### src/rtl/axi_read_slave_lite.sv
// AXI4 read-channel responder: returns bursts whose data is each beat's address.
// Define AXI_RD_SLV_CHECK_EN to flag illegal requests with SLVERR.
package axi_pkg;
  localparam int ID_WIDTH   = 4;
  localparam int ADDR_WIDTH = 32;
  localparam logic [1:0] BURST_FIXED = 2'b00;
  localparam logic [1:0] BURST_INCR  = 2'b01;
  localparam logic [1:0] BURST_WRAP  = 2'b10;
endpackage

module axi_read_slave_lite #(
  parameter int ID_WIDTH   = axi_pkg::ID_WIDTH,
  parameter int ADDR_WIDTH = axi_pkg::ADDR_WIDTH,
  parameter int DATA_WIDTH = 32
) (
  input  logic                  aclk,
  input  logic                  aresetn,
  input  logic [ID_WIDTH-1:0]   arid,
  input  logic [ADDR_WIDTH-1:0] araddr,
  input  logic [7:0]            arlen,
  input  logic [2:0]            arsize,
  input  logic [1:0]            arburst,
  input  logic                  arvalid,
  output logic                  arready,
  output logic [ID_WIDTH-1:0]   rid,
  output logic [DATA_WIDTH-1:0] rdata,
  output logic [1:0]            rresp,
  output logic                  rlast,
  output logic                  rvalid,
  input  logic                  rready
);
  import axi_pkg::*;

  typedef struct packed {
    logic [ID_WIDTH-1:0]   id;
    logic [ADDR_WIDTH-1:0] addr;
    logic [7:0]            len;
    logic [2:0]            size;
    logic [1:0]            burst;
    logic                  err;
  } req_t;

  typedef enum logic {S_IDLE, S_BURST} state_t;

  state_t state, state_next;
  req_t   q_mem [2];
  req_t   req_in, head;
  logic   wr_ptr, rd_ptr;
  logic [1:0] q_count;
  logic   push, pop, advance, legal_wrap;

  logic [ADDR_WIDTH-1:0] beat_addr, next_addr, wrap_low, wrap_end;
  logic [ADDR_WIDTH-1:0] bsz, aligned, incr_addr, head_t, head_low;
  logic [7:0]            beat_cnt;
  logic [2:0]            cur_size;
  logic [1:0]            cur_burst;
  logic                  cur_err;

  assign arready = (q_count != 2'd2);
  assign push    = arvalid && arready;
  assign head    = q_mem[rd_ptr];

  // Illegal WRAP lengths and the reserved encoding fall back to INCR addressing.
  always_comb begin
    legal_wrap     = (arlen == 8'd1) || (arlen == 8'd3) || (arlen == 8'd7) || (arlen == 8'd15);
    req_in.id      = arid;
    req_in.addr    = araddr;
    req_in.len     = arlen;
    req_in.size    = arsize;
    req_in.burst   = arburst;
    if (arburst == 2'b11 || (arburst == BURST_WRAP && !legal_wrap))
      req_in.burst = BURST_INCR;
`ifdef AXI_RD_SLV_CHECK_EN
    req_in.err     = (arburst == 2'b11)
                  || ((32'd1 << arsize) > 32'(DATA_WIDTH / 8))
                  || (arburst == BURST_WRAP && !legal_wrap);
`else
    req_in.err     = 1'b0;
`endif
  end

  // NOTE: queue storage carries no reset; validity is tracked by q_count alone.
  always_ff @(posedge aclk) begin
    if (push) q_mem[wr_ptr] <= req_in;
  end

  // NOTE: sequential state uses non-blocking assignments so every register sees pre-edge values.
  always_ff @(posedge aclk or negedge aresetn) begin
    if (!aresetn) begin
      wr_ptr  <= 1'b0;
      rd_ptr  <= 1'b0;
      q_count <= 2'd0;
    end else begin
      if (push) wr_ptr <= ~wr_ptr;
      if (pop)  rd_ptr <= ~rd_ptr;
      case ({push, pop})
        2'b10:   q_count <= q_count + 2'd1;
        2'b01:   q_count <= q_count - 2'd1;
        default: q_count <= q_count;
      endcase
    end
  end

  always_ff @(posedge aclk or negedge aresetn) begin
    if (!aresetn) state <= S_IDLE;
    else          state <= state_next;
  end

  // NOTE: every always_comb output gets a default first so no latch is inferred.
  always_comb begin
    state_next = state;
    pop        = 1'b0;
    advance    = 1'b0;
    case (state)
      S_IDLE: begin
        if (q_count != 2'd0) begin
          pop        = 1'b1;
          state_next = S_BURST;
        end
      end
      S_BURST: begin
        if (rready) begin
          if (beat_cnt == 8'd0) begin
            if (q_count != 2'd0) pop = 1'b1;
            else                 state_next = S_IDLE;
          end else begin
            advance = 1'b1;
          end
        end
      end
      default: state_next = S_IDLE;
    endcase
  end

  always_comb begin
    bsz       = ADDR_WIDTH'(1) << cur_size;
    aligned   = beat_addr & ~(bsz - ADDR_WIDTH'(1));
    incr_addr = aligned + bsz;
    head_t    = (ADDR_WIDTH'(head.len) + ADDR_WIDTH'(1)) << head.size;
    head_low  = head.addr & ~(head_t - ADDR_WIDTH'(1));
    case (cur_burst)
      BURST_FIXED: next_addr = beat_addr;
      BURST_WRAP:  next_addr = (incr_addr == wrap_end) ? wrap_low : incr_addr;
      default:     next_addr = incr_addr;
    endcase
  end

  always_ff @(posedge aclk or negedge aresetn) begin
    if (!aresetn) begin
      beat_addr <= '0;
      beat_cnt  <= 8'd0;
      rid       <= '0;
      cur_size  <= 3'd0;
      cur_burst <= BURST_FIXED;
      cur_err   <= 1'b0;
      wrap_low  <= '0;
      wrap_end  <= '0;
    end else if (pop) begin
      beat_addr <= head.addr;
      beat_cnt  <= head.len;
      rid       <= head.id;
      cur_size  <= head.size;
      cur_burst <= head.burst;
      cur_err   <= head.err;
      wrap_low  <= head_low;
      wrap_end  <= head_low + head_t;
    end else if (advance) begin
      beat_addr <= next_addr;
      beat_cnt  <= beat_cnt - 8'd1;
    end
  end

  assign rvalid = (state == S_BURST);
  assign rlast  = rvalid && (beat_cnt == 8'd0);
  assign rresp  = cur_err ? 2'b10 : 2'b00;
  assign rdata  = cur_err ? '0 : DATA_WIDTH'(beat_addr);

endmodule

### config.mk
export PLATFORM = sky130hd
export DESIGN_NAME = axi_read_slave_lite
export DESIGN_NICKNAME = d
export VERILOG_FILES = /design/src/rtl/axi_read_slave_lite.sv
export SDC_FILE = /design/constraint.sdc
export NUM_CORES = 1
export LEC_CHECK = 0
export ABC_CLOCK_PERIOD_IN_PS = 6930
export BUFFER_PORTS_ARGS = -buffer_cell sky130_fd_sc_hd__buf_2
export CAP_MARGIN = 20
export CORE_ASPECT_RATIO = 0.8
export CORE_MARGIN = 8
export CORE_UTILIZATION = 36
export CTS_BUF_LIST = sky130_fd_sc_hd__clkbuf_2
export DETAILED_ROUTE_END_ITERATION = 8
export SKIP_CTS_REPAIR_TIMING = 1
export SLEW_MARGIN = 10
export SYNTH_ARGS = -nofsm -noshare
export SYNTH_HDL_FRONTEND = slang
export SYNTH_SLANG_ARGS = --single-unit
### constraint.sdc
create_clock -name aclk -period 6.93 [get_ports aclk]
set_input_delay 0.3465 -clock aclk [delete_from_list [all_inputs] [get_ports aclk]]
set_output_delay 0.3465 -clock aclk [all_outputs]
set_load 0.05 [all_outputs]
==> results.py, run 1 <==
metrics = {
    "job": {
        "cap_violations": 0,
    },
    "die": {
        "dieWidth_um": 228.2,
        "initial_core_util_pct": 36.35,
        "design.die.area_um2": 42400,
        "ios": 94,
        "core_um2": 35680,
        "rows": 62,
        "die_height_um": 185.8,
    },
    "timing": {
        "fin_hold_ws_ns": 0.07438,
        "finalSetupTns_ns": 0,
        "finalCritPeriodShare_pct": 85.97,
        "fin_skew_ns": 0.1307,
        "period_needed_ns": 5.958,
        "worstMarginPinSlew_ns": 0.9037,
        "max-slew-margin-rel_pct": 38.03,
        "fmax_ghz": 0.1678,
        "hold_viol": 0,
        "final_max_slew_viol_count": 0,
        "finalSetupViolCount": 0,
        "rsz0062_at_grt": "false",
    },
    "place": {
        "place_congestion": 0.9203,
        "hpwl_mm": 28.41,
        "portBuffers": 91,
    },
    "worst_setup_path": {
        "crit_path_max_incr_delay_ns": 0.74,
        "r2r-end": "wrap_end[26]",
        "cpMaxStageDelayCell": "dfrtp_4",
        "reg2regPathDepth": 21,
        "crit_type": "reg2reg",
        "cp_data_arrival_time_ns": 6.77,
        "crit_fanout": 43,
        "r2r_slack_ns": 0.97,
        "crit_chain": "mux2i_1, inv_1, ha_1, and2_1, a222oi_1, nor2_1, xor2_1, nor2_1, ha_1, nand2_1, nor4_1, a221oi_1, o21ai_0, nand4_1, nand3b_1, o21ai_0, a211oi_1, o31ai_2, o21ai_2, nand3_1, mux2_2",
        "crit_family": "compound AO/OA/AOI/OAI gates",
        "start_kind": "flip-flop",
        "r2r_start": "rd_ptr",
        "cp-end-kind": "flip-flop",
        "cp.required_ns": 7.75,
        "critical_path_buf_inv_count": 1,
    },
    "hold_path": {
        "hp-class": "in2async",
    },
    "power_and_ir_drop": {
        "cellLeakagePower_uw": 0.006400,
        "ir_worst_vdd_uv": 185.3,
        "p_per_area_nw_per_um2": 511.0,
    },
    "route": {
        "routed-wl-met2_mm": 16.21,
        "vias": 10950,
        "highest-signal-layer": "met4",
        "drtIter0Drc": 919,
        "postRouteAntennaNets": 0,
        "totalWireLength_mm": 39.40,
        "route.met3.wl_mm": 2.925,
        "dr.pass1.iters": 5,
        "post-route-drc-count": 0,
        "drt-met1-wl_mm": 19.67,
        "routedWlPerCell_um": 19.94,
        "via_per_inst": 5.541,
    },
    "global_route": {
        "grt_pass1_wl_mm": 61.01,
        "grt_antenna_before_repair": 1,
        "grt_overflow": 0,
        "gr-usage-all-layers_pct": 17.98,
        "grt_start_max_net_pins": 66,
        "grt_pass1_vias": 10500,
    },
    "logic_synthesis": {
        "seq_area_frac_synth_pct": 45.45,
        "yosys.area.top_type": "dfrtp_1",
        "synth_ff_type": "dfrtp_1",
        "synth_edf_count": 98,
        "synth_area_um2": 12970,
        "synthCells": 1284,
        "yosys-top-cells-area": "dfrtp_1 (23%), edfxtp_1 (23%), mux2i_1 (6.0%)",
        "syn_area_per_cell_um2": 10.10,
        "yosysMostFrequentCell": "nand2_1",
        "yosysWarnings": 0,
        "yosysUniqueCellTypes": 95,
        "synth-seq-cells": 216,
        "synth_common_cells": "nand2_1 (150), dfrtp_1 (118), edfxtp_1 (98)",
        "async_flop_share_pct": 54.63,
        "synth_top_area_share_pct": 22.76,
    },
    "final_layout": {
        "nets": 1516,
        "layout-drive-gt1-share_pct": 17.73,
        "syn_to_final_growth_pct": 15.99,
        "fill_cells": 3526,
    },
    "run_status": {
        "status": "finished, final reports clean",
    },
    "clock_network": {
        "max-clock-path-buffers": 3,
        "clock_latency_ns": 0.92,
        "cts-root-buf": "clkbuf_2",
        "clkTransAtPathRegs_ns": 0.11,
        "cts_htree_levels": 2,
        "cts_inserted_buffers": 59,
        "cts_sinks": 216,
        "cts_tree": "built",
    },
}
[worst register-to-register path, stage by stage, from the launching register on]
cell and delay, ns:
dfrtp_4 0.74, mux2i_1 0.41, inv_1 0.08, ha_1 0.34, and2_1 0.16, a222oi_1 0.66, nor2_1 0.16, xor2_1 0.18
nor2_1 0.16, ha_1 0.31, nand2_1 0.08, nor4_1 0.04, a221oi_1 0.37, o21ai_0 0.23, nand4_1 0.15, nand3b_1 0.17
o21ai_0 0.36, a211oi_1 0.15, o31ai_2 0.48, o21ai_2 0.26, nand3_1 0.16, mux2_2 0.33
[registers in the layout, summed over array words and instances (netlist names)]
name and cells:
rvalid 1, beat_cnt 8, q_count 2, wrap_end 32, beat_addr 32, q_mem 98
rid 4, wr_ptr 1, wrap_low 32, rd_ptr 1, cur_size 3, cur_burst 2
[final cells by class]
| cell class | instances | area (um2) | area share [%] |
|---|---|---|---|
| Inverter | 32 | 120.1 | 0.7983 |
| Clock inverter | 21 | 157.7 | 1.048 |
| Timing Repair Buffer | 161 | 1124 | 7.468 |
| Antenna cell | 1 | 2.502 | 0.01663 |
| Tap cell | 480 | 600.6 | 3.992 |
| Clock buffer | 90 | 450.4 | 2.994 |
| Sequential cell | 216 | 5899 | 39.21 |
| Multi-Input combinational cell | 975 | 6691 | 44.47 |
[per-layer routing]
layer	vias to the layer above	track usage, %
li1	5182	-
met1	5266	27.32
met2	457	25.51
met3	44	3.580
met4	0	4.818
met5	-	0
[logic make-up after synthesis]
family | count (synthesis) | share of synthesized area, %
XOR/XNOR | 100 | 7.427
multiplexers | 110 | 8.845
AO/OA/AOI/OAI | 302 | 16.33
buffers and inverters | 94 | 3.125
adder cells (fa/ha/maj) | 18 | 1.736
flip-flops | 216 | 45.45
other | 1 | 0.02891
AND/OR/NAND/NOR | 443 | 17.05
[stage by stage]
| step | instance area, um2 | util (%) | total power (uW) | setup slack (ns) | instances |
|---|---|---|---|---|---|
| 2_1_floorplan | 12970 | - | 5396 | 0.1822 | 1285 |
| 3_3_place_gp | 13890 | 38.92 | 6520 | 1.238 | 1810 |
| 3_5_place_dp | 13900 | 38.97 | 6590 | 1.101 | 1811 |
| 4_1_cts | 14510 | 40.67 | 7636 | 1.125 | 1922 |
| 5_1_grt | 15050 | 42.16 | 8208 | 0.5995 | 1976 |
| 6_report | 15050 | 42.16 | 7688 | 0.9721 | 1976 |
[placed cells by master (no fill, tap or decap), types with 43 or more instances in the layout]
| cell type | synthesis | final |
|---|---|---|
| xnor2_1 | 51 | 51 |
| dfrtp_1 | 118 | 117 |
| xor2_1 | 43 | 43 |
| dlygate4sd3_1 | 0 | 53 |
| edfxtp_1 | 98 | 98 |
| mux2i_1 | 78 | 77 |
| buf_2 | 9 | 90 |
| nor2_1 | 89 | 87 |
| o21ai_0 | 63 | 63 |
| a21oi_1 | 57 | 57 |
| clkbuf_2 | 0 | 90 |
| nand2_1 | 150 | 150 |
[power by group]
group	switching [uW]	internal (uW)
Clock	552	458
Sequential	497	1820
Combinational	2780	1580
Total	3830	3860
[how the worst max path moves through the flow]
stage	slack (ns)	start	endpoint	cells past startpoint
after floorplan	0.18	rd_ptr	wrap_end[26]	28
after global placement	1.24	rd_ptr	wrap_end[18]	19
after detailed placement	1.10	rd_ptr	wrap_end[26]	21
after CTS	1.13	rd_ptr	wrap_end[26]	20
after global routing	0.60	rd_ptr	wrap_end[26]	19
final	0.97	rd_ptr	wrap_end[26]	21
(Power assumes the default switching activity.)
==> run 2, diff against run 1 <==
--- a/config.mk
+++ b/config.mk
@@ -13,6 +13,7 @@
 export CORE_UTILIZATION = 36
 export CTS_BUF_LIST = sky130_fd_sc_hd__clkbuf_2
 export DETAILED_ROUTE_END_ITERATION = 8
+export REMOVE_ABC_BUFFERS = 1
 export SKIP_CTS_REPAIR_TIMING = 1
 export SLEW_MARGIN = 10
 export SYNTH_ARGS = -nofsm -noshare
==> run 2 against run 1 <==
Sequential cell count is the same. Die area is the same. Sequential share of layout area grew 0.078 points. Setup slack gained 0.14 ns. Worst hold slack gained 0.063 ns. Critical path depth is the same.
==> results.py, run 2 (same netlist as run 1, synthesis figures left out) <==
metrics = {
    "place": {
        "portBuffers": 91,
        "hpwl_mm": 28.01,
        "place_congestion": 0.9038,
        "dp.cells": 1814,
    },
    "clock_network": {
        "max-clock-path-buffers": 3,
        "cts_htree_levels": 2,
        "clock_latency_ns": 0.88,
        "cts_sinks": 216,
        "cts_inserted_buffers": 56,
        "cts-root-buf": "clkbuf_2",
        "cts_tree": "built",
        "clkTransAtPathRegs_ns": 0.11,
    },
    "worst_setup_path": {
        "crit_fanout": 19,
        "cp.required_ns": 7.70,
        "crit_type": "reg2reg",
        "reg2regPathDepth": 21,
        "cp-end-kind": "flip-flop",
        "start_kind": "flip-flop",
        "cp_data_arrival_time_ns": 6.59,
    },
    "final_layout": {
        "max_flop_register": "q_mem",
        "final_cell_mix": "nand2_1 (150), dfrtp_1 (117), edfxtp_1 (98), clkbuf_2 (96), buf_2 (90)",
        "final_cells": 1972,
        "layout_commonest_cell": "nand2_1",
        "layout-drive-gt1-share_pct": 18.38,
        "nets": 1516,
        "syn_to_final_growth_pct": 15.76,
        "largest_reg_flops": 98,
    },
    "route": {
        "dr.pass1.iters": 5,
        "post-route-drc-count": 0,
        "drtIter0Drc": 970,
        "vias": 10950,
        "routedWlPerCell_um": 19.78,
        "via_per_inst": 5.555,
        "postRouteAntennaNets": 0,
        "totalWireLength_mm": 39.01,
    },
    "die": {
        "core_um2": 35680,
        "dieWidth_um": 228.2,
        "rows": 62,
        "die_height_um": 185.8,
        "design.die.area_um2": 42400,
        "initial_core_util_pct": 36.35,
        "ios": 94,
    },
    "timing": {
        "fmax_ghz": 0.1719,
        "final_max_slew_viol_count": 0,
        "period_needed_ns": 5.817,
        "max-slew-margin-rel_pct": 35.73,
        "fin_skew_ns": 0.1166,
        "finalSetupViolCount": 0,
        "rsz0062_at_grt": "false",
        "hold_viol": 0,
        "finalCritPeriodShare_pct": 83.94,
        "finalSetupTns_ns": 0,
        "worstMarginPinSlew_ns": 0.9373,
    },
    "power_and_ir_drop": {
        "comb_power_share_pct": 57.7,
        "p_per_area_nw_per_um2": 504.4,
        "internal_power_uw": 3811,
        "p_switching_uw": 3763,
        "p_seq_share_pct": 30.2,
        "cellLeakagePower_uw": 0.006401,
        "p_clk_share_pct": 12.2,
        "ir_worst_vdd_uv": 191.0,
        "switching_share_pct": 49.68,
    },
    "global_route": {
        "grt_pass1_wl_mm": 60.94,
        "gr-usage-all-layers_pct": 17.95,
        "grt_start_max_net_pins": 76,
        "grt_overflow": 0,
        "grt_pass1_vias": 10550,
        "grt_antenna_before_repair": 1,
    },
    "job": {
        "cap_violations": 0,
    },
    "run_status": {
        "status": "finished, final reports clean",
    },
    "hold_path": {
        "hp-class": "in2async",
    },
}
run 2: power groups by stage:
stage | sequential (uW) | clock (uW) | combinational (uW)
after global placement | 2290 | 0 | 4210
after floorplan | 2540 | 0 | 2800
final | 2280 | 921 | 4370
after detailed placement | 2300 | 0 | 4280
after global routing | 2350 | 1020 | 4760
after CTS | 2270 | 958 | 4300
run 2: final cells by class:
| class | instances | area (um2) |
|---|---|---|
| antenna | 1 | 2.502 |
| inverter | 32 | 120.1 |
| fill | 3558 | 20670 |
| timing repair buffer | 164 | 1159 |
| tap | 480 | 600.6 |
| clock inverter | 8 | 56.30 |
| sequential | 216 | 5899 |
| multi-input combinational | 975 | 6698 |
| clock buffer | 96 | 480.5 |
run 2: worst max-delay path: stages (launching register included):
cell,delay (ns)
dfrtp_4,0.60
mux2i_1,0.37
inv_1,0.08
ha_1,0.35
and2_1,0.17
a222oi_1,0.69
nor2_1,0.16
xor2_1,0.18
nor2_1,0.14
ha_1,0.29
nand2_1,0.08
nor4_1,0.05
a221oi_1,0.39
o21ai_0,0.23
nand4_1,0.15
nand3b_1,0.17
o21ai_0,0.29
a211oi_1,0.13
o31ai_2,0.46
o21ai_2,0.27
nand3_1,0.16
mux2_2,0.34
run 2: layer usage:
layer  track usage, %  vias up  wire, um
met2            26.15      409     16050
met3            3.793       60      2878
met5                0        -         0
li1                 -     5166         -
met4            5.356        0       788
met1            26.41     5319     19300
run 2: path summary, 6_finish.rpt:
kind                       slack [ns]          from            to
min in group aclk                0.18    araddr[23]  q_mem[0][36]
max in group asynchronous        5.46       aresetn   beat_cnt[4]
max reg2reg                      1.11        rd_ptr  wrap_end[26]
max                              1.11        rd_ptr  wrap_end[26]
min reg2reg                      0.48  wrap_low[30]  wrap_low[30]
min                              0.14       aresetn        rid[3]
run 2: metrics by stage:
step	cell area [um2]	worst slack (ns)	power (uW)	utilization, %	hold WS, ns
after global routing	15020	0.7444	8125	42.08	0.09591
final	15020	1.113	7574	42.08	0.1372
after floorplan	12690	0.1548	5339	-	0.05091
after CTS	14480	1.208	7533	40.59	-0.5337
after global placement	13920	1.345	6503	39.00	0.4581
after detailed placement	13950	1.177	6579	39.08	0.4632
==> run 3, diff against run 2 <==
--- a/config.mk
+++ b/config.mk
@@ -5,7 +5,8 @@
 export SDC_FILE = /design/constraint.sdc
 export NUM_CORES = 1
 export LEC_CHECK = 0
-export ABC_CLOCK_PERIOD_IN_PS = 6930
+export ABC_AREA = 1
+export ABC_CLOCK_PERIOD_IN_PS = 6000
 export BUFFER_PORTS_ARGS = -buffer_cell sky130_fd_sc_hd__buf_2
 export CAP_MARGIN = 20
 export CORE_ASPECT_RATIO = 0.8
==> constraint.sdc (replaced) <==
create_clock -name aclk -period 6 [get_ports aclk]
set_input_delay 0.3 -clock aclk [delete_from_list [all_inputs] [get_ports aclk]]
set_output_delay 0.3 -clock aclk [all_outputs]
set_load 0.05 [all_outputs]
==> run 3 against run 2 <==
Setup slack improved by 0.13 ns. Via count rose by 34%. Critical path depth rose by 6. Routed wire length rose by 26%. Combinational power rose by 19%. Clock-buffer cell count fell by 8. Register-to-register slack improved by 0.13 ns. Critical endpoint is now wrap_end[21]. Clock skew fell by 0.047 ns. Synthesized cell count rose by 68%.
==> results.py, run 3 <==
metrics = {
    "run_status": {
        "status": "finished, final reports clean",
    },
    "logic_synthesis": {
        "synthAdderAreaFrac_pct": 1.490,
        "synth-seq-cells": 216,
        "seq_area_frac_synth_pct": 38.99,
        "synth_ff_type": "dfrtp_1",
        "syn_area_per_cell_um2": 7.010,
        "synth_xor_area_share_pct": 2.094,
        "synth_common_cells": "nand2_1 (812), nand3_1 (239), inv_1 (235)",
        "yosysWarnings": 0,
        "synth-compound-area-share_pct": 5.776,
        "synth.area.mux_share_pct": 1.548,
        "synthCells": 2157,
        "synth_top_area_share_pct": 20.16,
        "synth_edf_count": 98,
        "yosysUniqueCellTypes": 55,
        "yosysMostFrequentCell": "nand2_1",
        "yosys.area_share.simple_pct": 41.05,
        "yosys-top-cells-area": "nand2_1 (20%), dfrtp_1 (20%), edfxtp_1 (19%)",
        "synth_top_family_by_area": "simple AND/OR/NAND/NOR gates",
        "synth_area_um2": 15120,
        "yosys.area.top_type": "nand2_1",
        "async_flop_share_pct": 54.63,
    },
    "worst_setup_path": {
        "crit_path_max_incr_delay_ns": 0.41,
        "worst_path_most_repeated_cell": "nand2_1",
        "crit_fanout": 32,
        "r2r-end": "wrap_end[21]",
        "cp-end-kind": "flip-flop",
        "cpMaxStageDelayCell": "a21boi_0",
        "r2r_start": "rd_ptr",
        "crit_family": "simple AND/OR/NAND/NOR gates",
        "critical_path_buf_inv_count": 2,
        "cp.required_ns": 6.90,
        "crit_cells": 27,
        "cp-endpoint": "wrap_end[21]",
        "critPathLaunch": "rd_ptr",
        "start_kind": "flip-flop",
        "reg2regPathDepth": 27,
        "cp_data_arrival_time_ns": 5.66,
        "r2r_slack_ns": 1.24,
        "crit_type": "reg2reg",
    },
    "final_layout": {
        "fin_util_pct": 41.87,
        "layout-drive-gt1-share_pct": 15.46,
        "nets": 2409,
        "max_flop_register": "q_mem",
        "regArea_um2": 5897,
        "largest_reg_flops": 98,
        "layout_commonest_cell": "nand2_1",
        "multi_input_area_um2": 7895,
        "final_cell_mix": "nand2_1 (812), nand3_1 (239), inv_1 (235), nor2_1 (140), dfrtp_1 (117)",
        "fill_cells": 4364,
        "syn_to_final_growth_pct": 15.38,
        "fin_area_um2": 17450,
    },
    "clock_network": {
        "cts_inserted_buffers": 58,
        "cts_htree_levels": 2,
        "cts_sinks": 216,
        "cts-root-buf": "clkbuf_2",
        "cts_tree": "built",
        "max-clock-path-buffers": 3,
        "clkTransAtPathRegs_ns": 0.10,
        "clock_latency_ns": 0.98,
    },
    "timing": {
        "finalCritPeriodShare_pct": 79.35,
        "rsz0062_at_grt": "false",
        "fin_skew_ns": 0.06941,
        "fmax_ghz": 0.2100,
        "period_needed_ns": 4.761,
        "hold_viol": 0,
        "worstMarginPinSlew_ns": 0.8119,
        "final_max_slew_viol_count": 0,
        "finalSetupTns_ns": 0,
        "max-slew-margin-rel_pct": 44.32,
        "finalSetupViolCount": 0,
    },
    "place": {
        "place_congestion": 0.9098,
        "portBuffers": 91,
        "hpwl_mm": 36.85,
        "postPlaceCellArea_um2": 16060,
    },
    "die": {
        "die_height_um": 199.3,
        "initial_core_util_pct": 36.29,
        "design.die.area_um2": 48850,
        "core_um2": 41660,
        "rows": 67,
        "ios": 94,
        "dieWidth_um": 245.1,
    },
    "route": {
        "drtIter0Drc": 1506,
        "postRouteAntennaNets": 0,
        "post-route-drc-count": 0,
        "vias": 14710,
        "via_per_inst": 5.002,
        "totalWireLength_mm": 49.24,
        "dr.pass1.iters": 6,
        "routedWlPerCell_um": 16.75,
    },
    "global_route": {
        "grt.busiest_layer": "met1",
        "grt_pass1_wl_mm": 76.19,
        "grt_antenna_before_repair": 1,
        "met2_usage_pct": 26.70,
        "grt_start_max_net_pins": 62,
        "gr-usage-all-layers_pct": 19.75,
        "grt_overflow": 0,
        "met1_usage_pct": 30.63,
        "grtUsageMet3_pct": 4.301,
        "grt_pass1_vias": 13420,
    },
    "power_and_ir_drop": {
        "ir_worst_vdd_uv": 211.9,
        "p_per_area_nw_per_um2": 498.4,
        "cellLeakagePower_uw": 0.009052,
    },
    "job": {
        "cap_violations": 0,
    },
    "hold_path": {
        "hp-class": "in2reg",
    },
}
run 3: cell type report:
cell class	count	area share, %
tap	552	3.959
multi-input combinational	1611	45.26
clock inverter	21	0.6240
sequential	216	33.80
timing repair buffer	185	8.033
clock buffer	88	2.525
antenna	1	0.01434
inverter	266	5.788
run 3: worst min-delay path by stage:
| stage | start | end | slack (ns) | cells past startpoint |
|---|---|---|---|---|
| 6_report | araddr[13] | q_mem[0][26] | 0.08 | 2 |
| 2_1_floorplan | aresetn | beat_addr[0] | 0.004 | 0 |
| 3_5_place_dp | wrap_low[31] | wrap_low[31] | 0.46 | 2 |
| 3_3_place_gp | aresetn | rid[3] | 0.45 | 1 |
| 5_1_grt | araddr[18] | q_mem[0][31] | -0.001 | 2 |
| 4_1_cts | aresetn | rid[2] | -0.70 | 1 |
run 3: cells by family after synthesis:
group | count (synthesis)
AOI/OAI and AO/OA | 156
xor gates and xnor gates | 33
adders and majority gates | 18
buffers and inverters | 331
DFF | 216
muxes | 23
other | 1
and+or+nand+nor | 1379
run 3: per-layer routing:
layer	up-vias	wire length, um
met1	6779	24960
li1	7308	-
met4	0	842
met3	63	4122
met2	556	19310
met5	-	0
run 3: where the power goes:
group | leakage [uW] | internal, uW | switching, uW
Sequential | 0.00239 | 2060 | 350
Combinational | 0.00624 | 1500 | 3680
Clock | 0.000423 | 437 | 665
run 3: through the flow:
step	instances	hold slack (ns)	worst slack (ns)	power, uW
CTS	2858	-0.6954	1.250	8622
global route	2940	-0.001473	0.7116	9441
finish	2940	0.08195	1.239	8696
global placement	2748	0.4540	1.328	7429
detailed placement	2749	0.4611	1.282	7485
floorplan	2093	0.004409	-3.275	6046
